### src/rtl/bf_data_responder_pkg.sv
// Shared encodings for the Brainfuck data-memory responder: bus direction and FSM state codes.
package bf_data_responder_pkg;

    localparam logic DIRECTION_READ  = 1'b0;
    localparam logic DIRECTION_WRITE = 1'b1;

    localparam logic [2:0] RSTATE_CLEAR  = 3'd0;
    localparam logic [2:0] RSTATE_IDLE   = 3'd1;
    localparam logic [2:0] RSTATE_WAIT   = 3'd2;
    localparam logic [2:0] RSTATE_ACCESS = 3'd3;
    localparam logic [2:0] RSTATE_HOLD   = 3'd4;

    typedef logic [7:0] tape_byte_t;

endpackage

### src/rtl/bf_data_responder_if.sv
// CPU data-memory handshake bus: the core is the master (initiator), the tape RAM block the slave.
interface bf_data_if #(
    parameter int D_ADDR_WIDTH = 8
) ();
    import bf_data_responder_pkg::*;

    logic                    d_req;
    logic                    d_dir;
    logic [D_ADDR_WIDTH-1:0] d_addr;
    tape_byte_t              d_wdata;
    logic                    d_ack;
    tape_byte_t              d_rdata;

    modport master (
        output d_req, d_dir, d_addr, d_wdata,
        input  d_ack, d_rdata
    );

    modport slave (
        input  d_req, d_dir, d_addr, d_wdata,
        output d_ack, d_rdata
    );

endinterface

### src/rtl/bf_data_responder_byte_ram.sv
// Byte-wide tape RAM: one posedge write port and one registered read port.
module bf_byte_ram
    import bf_data_responder_pkg::*;
#(
    parameter int D_ADDR_WIDTH = 8
) (
    input  logic                    clk,
    input  logic                    we,
    input  logic [D_ADDR_WIDTH-1:0] waddr,
    input  tape_byte_t              wdata,
    input  logic [D_ADDR_WIDTH-1:0] raddr,
    output tape_byte_t              rdata
);

    localparam int DEPTH = 2 ** D_ADDR_WIDTH;

    tape_byte_t mem [DEPTH];

    // NOTE: the array has no reset branch so it maps onto block RAM; zeroing is done by the clear sweep.
    always_ff @(posedge clk) begin
        if (we) begin
            mem[waddr] <= wdata;
        end
        rdata <= mem[raddr];
    end

endmodule

### src/rtl/bf_data_responder.sv
// Responder end of the CPU d_* handshake: owns the tape RAM, inserts wait states, sweeps the tape to zero after reset.
module bf_data_responder
    import bf_data_responder_pkg::*;
#(
    parameter int D_ADDR_WIDTH   = 8,
    parameter int WAIT_CYCLES    = 0,
    parameter int CLEAR_ON_RESET = 1
) (
    input  logic     clk,
    input  logic     rst_n,
    bf_data_if.slave bus,
    output logic     ready,
    output logic     proto_err
);

    localparam logic [7:0] WAIT_INIT = 8'(WAIT_CYCLES - 1);
    localparam logic       DO_CLEAR = (CLEAR_ON_RESET != 0);

    logic [2:0]              state;
    logic [7:0]              cnt;
    logic [D_ADDR_WIDTH-1:0] ptr;
    logic                    ack_q;
    tape_byte_t              rdata_q;

    logic                    dir_q;
    logic [D_ADDR_WIDTH-1:0] addr_q;
    tape_byte_t              wdata_q;

    logic                    ram_we;
    logic [D_ADDR_WIDTH-1:0] ram_waddr;
    tape_byte_t              ram_wdata;
    logic [D_ADDR_WIDTH-1:0] ram_raddr;
    tape_byte_t              ram_q;

    assign bus.d_ack   = ack_q;
    assign bus.d_rdata = rdata_q;

    // NOTE: every always_comb output gets a default first, so no path can leave one unassigned and infer a latch.
    always_comb begin
        ram_we    = 1'b0;
        ram_waddr = ptr;
        ram_wdata = '0;
        if (state == RSTATE_CLEAR) begin
            ram_we = 1'b1;
        end else if (state == RSTATE_ACCESS && bus.d_req && dir_q == DIRECTION_WRITE) begin
            ram_we    = 1'b1;
            ram_waddr = addr_q;
            ram_wdata = wdata_q;
        end
    end

    // Read address comes straight off the bus at capture so the registered RAM output is valid by ACCESS
    // even with zero wait states; afterwards it tracks the captured address.
    assign ram_raddr = (state == RSTATE_IDLE) ? bus.d_addr : addr_q;

    bf_byte_ram #(
        .D_ADDR_WIDTH (D_ADDR_WIDTH)
    ) u_ram (
        .clk   (clk),
        .we    (ram_we),
        .waddr (ram_waddr),
        .wdata (ram_wdata),
        .raddr (ram_raddr),
        .rdata (ram_q)
    );

    // Request registers are pure datapath, only meaningful after a capture, so they carry no reset.
    always_ff @(posedge clk) begin
        if (state == RSTATE_IDLE && bus.d_req) begin
            dir_q   <= bus.d_dir;
            addr_q  <= bus.d_addr;
            wdata_q <= bus.d_wdata;
        end
    end

    // NOTE: sequential state uses non-blocking assignments only, so every reader sees the pre-edge value.
    always_ff @(posedge clk) begin
        if (!rst_n) begin
            state     <= DO_CLEAR ? RSTATE_CLEAR : RSTATE_IDLE;
            ready     <= !DO_CLEAR;
            ack_q     <= 1'b0;
            rdata_q   <= '0;
            proto_err <= 1'b0;
            cnt       <= '0;
            ptr       <= '0;
        end else begin
            case (state)
                RSTATE_CLEAR: begin
                    ptr <= ptr + 1'b1;
                    if (ptr == '1) begin
                        ready <= 1'b1;
                        state <= RSTATE_IDLE;
                    end
                end
                RSTATE_IDLE: begin
                    if (bus.d_req) begin
                        if (WAIT_CYCLES == 0) begin
                            state <= RSTATE_ACCESS;
                        end else begin
                            cnt   <= WAIT_INIT;
                            state <= RSTATE_WAIT;
                        end
                    end
                end
                RSTATE_WAIT: begin
                    if (!bus.d_req) begin
                        proto_err <= 1'b1;
                        state     <= RSTATE_IDLE;
                    end else if (cnt == 8'd0) begin
                        state <= RSTATE_ACCESS;
                    end else begin
                        cnt <= cnt - 8'd1;
                    end
                end
                RSTATE_ACCESS: begin
                    if (!bus.d_req) begin
                        proto_err <= 1'b1;
                        state     <= RSTATE_IDLE;
                    end else begin
                        if (dir_q == DIRECTION_READ) begin
                            rdata_q <= ram_q;
                        end
                        ack_q <= 1'b1;
                        state <= RSTATE_HOLD;
                    end
                end
                RSTATE_HOLD: begin
                    if (!bus.d_req) begin
                        ack_q <= 1'b0;
                        state <= RSTATE_IDLE;
                    end
                end
                default: begin
                    state <= RSTATE_IDLE;
                end
            endcase
        end
    end

endmodule
### src/flat_wrapper.sv
// flat-port wrapper written by rule: the top's interface ports become plain ports
module bf_data_responder_flat import bf_data_responder_pkg::*;
#(
    parameter int D_ADDR_WIDTH   = 8,
    parameter int WAIT_CYCLES    = 0,
    parameter int CLEAR_ON_RESET = 1
)
  (clk, rst_n, ready, proto_err, bus_d_req, bus_d_dir, bus_d_addr, bus_d_wdata, bus_d_ack, bus_d_rdata);
  bf_data_if #(.D_ADDR_WIDTH(D_ADDR_WIDTH)) bus_i ();
  input  logic clk;
  input  logic rst_n;
  output logic ready;
  output logic proto_err;
  input wire logic [$bits(bus_i.d_req)-1:0] bus_d_req;
  input wire logic [$bits(bus_i.d_dir)-1:0] bus_d_dir;
  input wire logic [$bits(bus_i.d_addr)-1:0] bus_d_addr;
  input wire logic [$bits(bus_i.d_wdata)-1:0] bus_d_wdata;
  output wire logic [$bits(bus_i.d_ack)-1:0] bus_d_ack;
  output wire logic [$bits(bus_i.d_rdata)-1:0] bus_d_rdata;
  assign bus_i.d_req = bus_d_req;
  assign bus_i.d_dir = bus_d_dir;
  assign bus_i.d_addr = bus_d_addr;
  assign bus_i.d_wdata = bus_d_wdata;
  assign bus_d_ack = bus_i.d_ack;
  assign bus_d_rdata = bus_i.d_rdata;
  bf_data_responder #(.D_ADDR_WIDTH(D_ADDR_WIDTH), .WAIT_CYCLES(WAIT_CYCLES), .CLEAR_ON_RESET(CLEAR_ON_RESET)) u_core (.clk(clk), .rst_n(rst_n), .bus(bus_i), .ready(ready), .proto_err(proto_err));
endmodule
### config.mk
export PLATFORM = sky130hd
export DESIGN_NAME = bf_data_responder_flat
export DESIGN_NICKNAME = d
export VERILOG_FILES = /design/src/rtl/bf_data_responder_pkg.sv /design/src/rtl/bf_data_responder_if.sv /design/src/rtl/bf_data_responder_byte_ram.sv /design/src/rtl/bf_data_responder.sv /design/src/flat_wrapper.sv
export SDC_FILE = /design/constraint.sdc
export NUM_CORES = 2
export LEC_CHECK = 0
export ABC_AREA = 1
export CORE_ASPECT_RATIO = 0.8
export CORE_MARGIN = 2
export CORE_UTILIZATION = 63
export DETAILED_ROUTE_END_ITERATION = 10
export MAX_ROUTING_LAYER = met4
export PLACE_DENSITY = 0.79
export SYNTH_ARGS = -nofsm -noshare
export SYNTH_HDL_FRONTEND = slang
export SYNTH_SLANG_ARGS = --single-unit
### constraint.sdc
create_clock -name clk -period 10.8 [get_ports clk]
set_input_delay 2.16 -clock clk [delete_from_list [all_inputs] [get_ports clk]]
set_output_delay 2.16 -clock clk [all_outputs]
set_load 0.01 [all_outputs]
# Word level (Yosys, flattened, before mapping)

Memory sizes are Yosys's and may differ from the RTL's. A register that Yosys moved wholly into a read port is not among the register bits.
Cells that the tools add are included.

Bits in registers: 47
Output and inout port bits: 11
Bits in writable memories: 2048
Input port bits: 20
Memories: 1

Eq/ne operators: 10
Multiplexer cells: 19
Add/subtract/negate cells: 2
Bitwise operators: 3
Reduce and logical (&&, ||, !) cells: 13

Memory list:

| name             | words | bits a word | read ports | clocked after memory_dff | wr ports | line                             | text |
|---|---|---|---|---|---|---|---|
| u_core.u_ram.mem | 256   | 8           | 1          | 1                        | 1        | bf_data_responder_byte_ram.sv:17 | `tape_byte_t mem [DEPTH];` |

Operators by type and width:

| cell                                                                    | count |
|---|---|
| 8-bit two-way mux                                                       | 5 |
| 3-bit two-way mux                                                       | 6 |
| 3-bit one-hot mux with 5 select lines                                   | 1 |
| 3-bit AND reduction                                                     | 3 |
| 8-bit by 1-bit adder with 8-bit output, second input constant           | 1 |
| 8-bit equality test, second input constant                              | 1 |
| 8-bit zero test                                                         | 1 |
| 2-bit inequality test, second input constant                            | 4 |
| 8-bit by 1-bit subtractor with 8-bit output, second input constant      | 1 |
| 3-bit by 2-bit equality test with 1-bit output, second input constant   | 2 |
| 1-bit two-way mux                                                       | 6 |
| 2-bit AND reduction                                                     | 2 |
| 4-bit AND reduction                                                     | 1 |
| 3-bit by 1-bit equality test with 1-bit output, second input constant   | 1 |
| 3-bit equality test, second input constant                              | 1 |
| 1-bit logical AND                                                       | 3 |
| 3-bit zero test                                                         | 1 |
| 3-bit by 2-bit inequality test with 1-bit output, second input constant | 1 |
| 1-bit NOT                                                               | 3 |
| 1-bit one-hot mux with 2 select lines                                   | 1 |
| 2-bit nonzero test                                                      | 1 |
| 2-bit OR reduction                                                      | 1 |

# Logic depth before layout (Yosys ltp)

Depth after elaboration: 7
Gate-level depth with buffers: 17
Depth with buffers taken out: 14

# By module

A second synthesis with hierarchy kept.

Cell total of the unflattened synthesis: 7276
Area, all modules: 85610.9 um^2

By module, submodules not included:

| module            | cells an instance | instances | area each (um^2) |
|---|---|---|---|
| bf_byte_ram       | 7003              | 1         | 83396.2 |
| bf_data_responder | 273               | 1         | 2214.6 |

# Worst setup path before layout

Ideal clock, no wire load.

Path kind: in2reg
Start: input bus_d_req
End: memory u_core.u_ram.mem[0][0] in the netlist's numbering (data pin)
Path buffers: 1
Cell stages on the path: 5
Setup slack: 0.804 ns
Data arrival time: 8.602 ns
Cells stage by stage: nand4_2 > nor2_2 > inv_2 > clkbuf_1 > nor2_1

Longest elaborated chain between the ends: 4

RTL lines:

| what                            | line                             | text |
|---|---|---|
| start, declared                 | flat_wrapper.sv:14               | `input wire logic [$bits(bus_i.d_req)-1:0] bus_d_req;` |
| 1-bit logical AND (2 in series) | bf_data_responder.sv:45          | `end else if (state == RSTATE_ACCESS && bus.d_req && dir_q == DIRECTION_WRITE) begin` |
| 8-bit two-way mux               | bf_data_responder.sv:45          |  |
| 8-bit two-way mux               | bf_data_responder.sv:43          | `if (state == RSTATE_CLEAR) begin` |
| via u_core.ram_wdata[0]         | bf_data_responder.sv:31          | `tape_byte_t ram_wdata;` |
| end, declared                   | bf_data_responder_byte_ram.sv:17 |  |

The timed path passes the listed nets, and every way through them passes these cells.

# Worst setup path in the final report

Start: input bus_d_addr[0]
End: register u_core.u_ram.rdata[1], read port of u_core.u_ram.mem

Longest elaborated chain between the ends: 1

RTL lines:

| what              | line                             | text |
|---|---|---|
| start, declared   | flat_wrapper.sv:16               | `input wire logic [$bits(bus_i.d_addr)-1:0] bus_d_addr;` |
| 8-bit two-way mux | bf_data_responder.sv:54          | `assign ram_raddr = (state == RSTATE_IDLE) ? bus.d_addr : addr_q;` |
| end, declared     | bf_data_responder_byte_ram.sv:12 | `output tape_byte_t rdata` |

Every way passes these cells.
A chain may end at the register's enable or synchronous reset.

==> results by group <==
Global route
  – Grt ovf: 0
  – Antenna violations before repair: 4
  – Global-route wire length before repair: 349000 microns
  – Vias in the first global route: 58700
  – GRT Resource Usage Total: 32.2%
  – Largest net degree at the start of global routing: 256

Synthesis
  – Most common cell in the netlist: nand2_1
  – Syn Area/Cell: 10.5 sq um
  – Top post-synthesis cells by area: edfxtp_1 (68%), nand2_1 (10%), nand3_1 (8.6%), inv_1 (5.5%), buf_2 (2.0%)
  – Asr flop ratio synth: 0%
  – Yosys top cell by area: edfxtp_1
  – Synth top area share: 68.4%
  – Commonest cells in the netlist: nand2_1 (2529), edfxtp_1 (2065), nand3_1 (1549), inv_1 (1320), buf_2 (367)
  – Syn Nets: 8665
  – Seq/Total Area, Yosys: 69.2%
  – FF+latch count, synth: 2103
  – Count of cell types in the netlist: 33
  – Yosys warnings: 0
  – Gate count after technology mapping: 8642
  – Post-synthesis cell area: 90700 sq um
  – Post-synth top flop: edfxtp_1
  – EDFF count, synth: 2065

Detailed routing
  – Drc violations: 0
  – Initial drt markers: 9186
  – Routed WL: 231000 microns
  – Routed len/inst: 22.0 microns
  – Via/cell ratio: 5.90
  – DR vias: 62000
  – DRT Pass-1 Iters: 7
  – ANT nets after route: 0

Flow run
  – Max Cap Viol: 0

Die
  – Die area: 147000 sq um
  – IO Pins: 31
  – Die Y: 343 microns
  – Cell Rows: 124
  – Die span in x: 428 microns
  – Initial Util: 63.4%
  – Core area: 143000 sq um

Place
  – HPWL after DPL: 126000 microns
  – RePlAce Congestion: 0.945
  – I/O Buffers: 30
  – Inst Count DP: 10200

Cells and area
  – Area grow syn2layout: 8.01%
  – Fill cell count: 9864
  – Non-Filler Instances: 10500
  – Area of the multi-input gates: 20600 sq um
  – Layout Nets: 8475
  – Utilization after layout: 68.5%
  – Layout cells sized above 1: 4.29%
  – Storage cell area: 62800 sq um

Clock tree
  – Post-CTS Resized: 0
  – # clock sinks: 2103
  – Clk root buf: clkbuf_16
  – TritonCTS buffer count: 190
  – Setup Buffers After CTS: 0
  – Clk pin slew, worst setup/hold paths: 0.06 ns
  – Clk_lat worst skew: 0.84 ns
  – Cts hold-fix bufs: 0
  – CTS tree: done
  – H-tree lvl count: 4
  – Clk buf depth: 3

Timing
  – Worst clock skew: 0.0279 ns
  – Max_slew headroom: 5.52%
  – Tcrit/Tclk final: 54.6%
  – Max Slew Vio Count: 0
  – Total Negative Setup Slacks: 0 ns
  – Worst-margin pin slew: 1.42 ns
  – Final setup viols: 0
  – Final min period: 5.90 ns
  – Fmax: 170 MHz
  – RSZ-0062 raised after global routing: false
  – Final hold violations: 0

Pwr
  – Maximum VDD drop: 188 uV
  – Leak pwr: 39.4 nW
  – PwrDens: 159 nW/um^2

Setup path
  – Critical-path top delay cell: nand2_8
  – Max FO, Critical Path: 255
  – Worst setup endpoint: u_core.u_ram.rdata[1]$_DFF_P_
  – Required @ worst endpoint: 11.52 ns
  – Startpoint type of the worst setup path: primary input
  – FF-to-FF Start: u_core.state[0]$_SDFFE_PN0P_
  – Reg2reg path depth: 12
  – Slowest stage delay, CP: 0.62 ns
  – WS Path Type: in2reg
  – Worst EP arrival: 6.62 ns
  – FF-to-FF setup slack: 5.20 ns
  – Crit. End Element: flip-flop
  – CP Cell Sequence: clkdlybuf4s50_1, nand4_2, buf_4, nand2_8, buf_12, o211ai_1, nand3_1, nand3_1, nand3_1, nand3_1, nand3_1, nand3_1, nand2_1
  – Most used cell along the critical path: nand3_1
  – Worst setup path start: bus_d_addr[0]
  – R2r endpoint: u_core.u_ram.rdata[1]$_DFF_P_

Hold path
  – Min-delay worst type: reg2reg

Status
  – Outcome: complete, no violations
-- registers in the layout, summed over array words and instances, names as in the netlist --
signal and flops:
u_core.u_ram.rdata 8, u_core.bus.d_rdata 8, u_core.dir_q 1, u_core.ready 1
u_core.state 3, u_core.bus.d_ack 1, u_core.u_ram.mem 2048, u_core.ptr 8
u_core.addr_q 8, u_core.cnt 8, u_core.proto_err 1, u_core.wdata_q 8
-- worst min-delay path by stage --
stage,startpoint,endpoint,slack (ns),cells after the start
final,u_core.cnt[0]$_SDFFE_PN0P_,u_core.cnt[0]$_SDFFE_PN0P_,0.47,2
after global routing,u_core.cnt[0]$_SDFFE_PN0P_,u_core.cnt[0]$_SDFFE_PN0P_,0.50,2
after CTS,u_core.cnt[0]$_SDFFE_PN0P_,u_core.cnt[0]$_SDFFE_PN0P_,0.47,2
after detailed placement,u_core.cnt[0]$_SDFFE_PN0P_,u_core.cnt[0]$_SDFFE_PN0P_,0.46,2
after global placement,u_core.cnt[0]$_SDFFE_PN0P_,u_core.cnt[0]$_SDFFE_PN0P_,0.45,2
after floorplan,u_core.u_ram.rdata[0]$_DFF_P_,u_core.bus.d_rdata[0]$_SDFFE_PN0P_,0.43,2
-- layout by cell type (no fill, tap or decap), types with 3 or more instances in the layout --
cell / n
clkbuf_8: 4
clkbuf_1: 45
nor3_1: 6
nand3_1: 1549
nand2_2: 5
bufinv_16: 17
nor2_1: 316
clkbuf_16: 197
inv_1: 1318
clkinvlp_4: 3
o211ai_1: 111
buf_4: 54
clkinv_2: 25
nand2_8: 3
inv_6: 4
edfxtp_1: 2065
a21oi_1: 17
buf_12: 18
o21ai_4: 5
diode_2: 4
clkinv_1: 53
nor2_2: 6
nand3b_1: 8
nand4_1: 3
o21ai_0: 142
ha_1: 3
nor2_4: 8
o21ai_2: 5
dfxtp_1: 38
inv_2: 7
nand2_1: 2528
clkdlybuf4s50_1: 30
-- worst max-delay path, delay by kind of cell --
family          cells  cell delay, ns
simple gates        9            1.92
buf+inv             3            1.43
compound gates      1            0.56
-- kinds of logic after synthesis --
| group | synth area share [%] |
|---|---|
| simple gates | 20.6 |
| fa+ha+maj | 0.0414 |
| compound gates | 1.93 |
| buf+inv | 8.16 |
| flops | 69.2 |
-- per-layer routing --
metal	up-vias	part of all wire, %	global-route usage, %
li1	28100	-	-
met1	29300	38	43.2
met2	3963	46	48.3
met3	611	12	6.83
met4	0	4.4	13.7
met5	-	0	-
-- power by group --
group / leakage (nW) / switching [mW] / total, mW / internal [mW]
clock: 2.96 / 2.94 / 6.70 / 3.76
sequential: 23.8 / 0.00321 / 8.83 / 8.83
combinational: 12.6 / 0.0632 / 0.0789 / 0.0156
total: 39.4 / 3.01 / 15.6 / 12.6
-- stage by stage --
stage	worst slack [ns]	hold slack [ns]	cell area [sq um]	power [mW]
finish	4.90	0.468	97900	15.6
global route	4.76	0.496	97900	15.9
CTS	5.06	0.474	97900	15.6
detailed placement	4.21	0.464	91800	9.08
global placement	4.11	0.453	91800	9.08
floorplan	0.804	0.431	90700	9.04
-- final cells by class --
class                   instances  share of cell area (%)
inverters                    1328                    5.10
well taps                    1890                    2.41
repair buffers                102                    1.09
diodes                          4                  0.0102
flip-flops and latches       2103                    64.1
multi-input cells            4727                    21.1
clock buffers                 246                    5.26
clock inverters               103                   0.939
No activity file was read; power rests on OpenSTA's default activity.
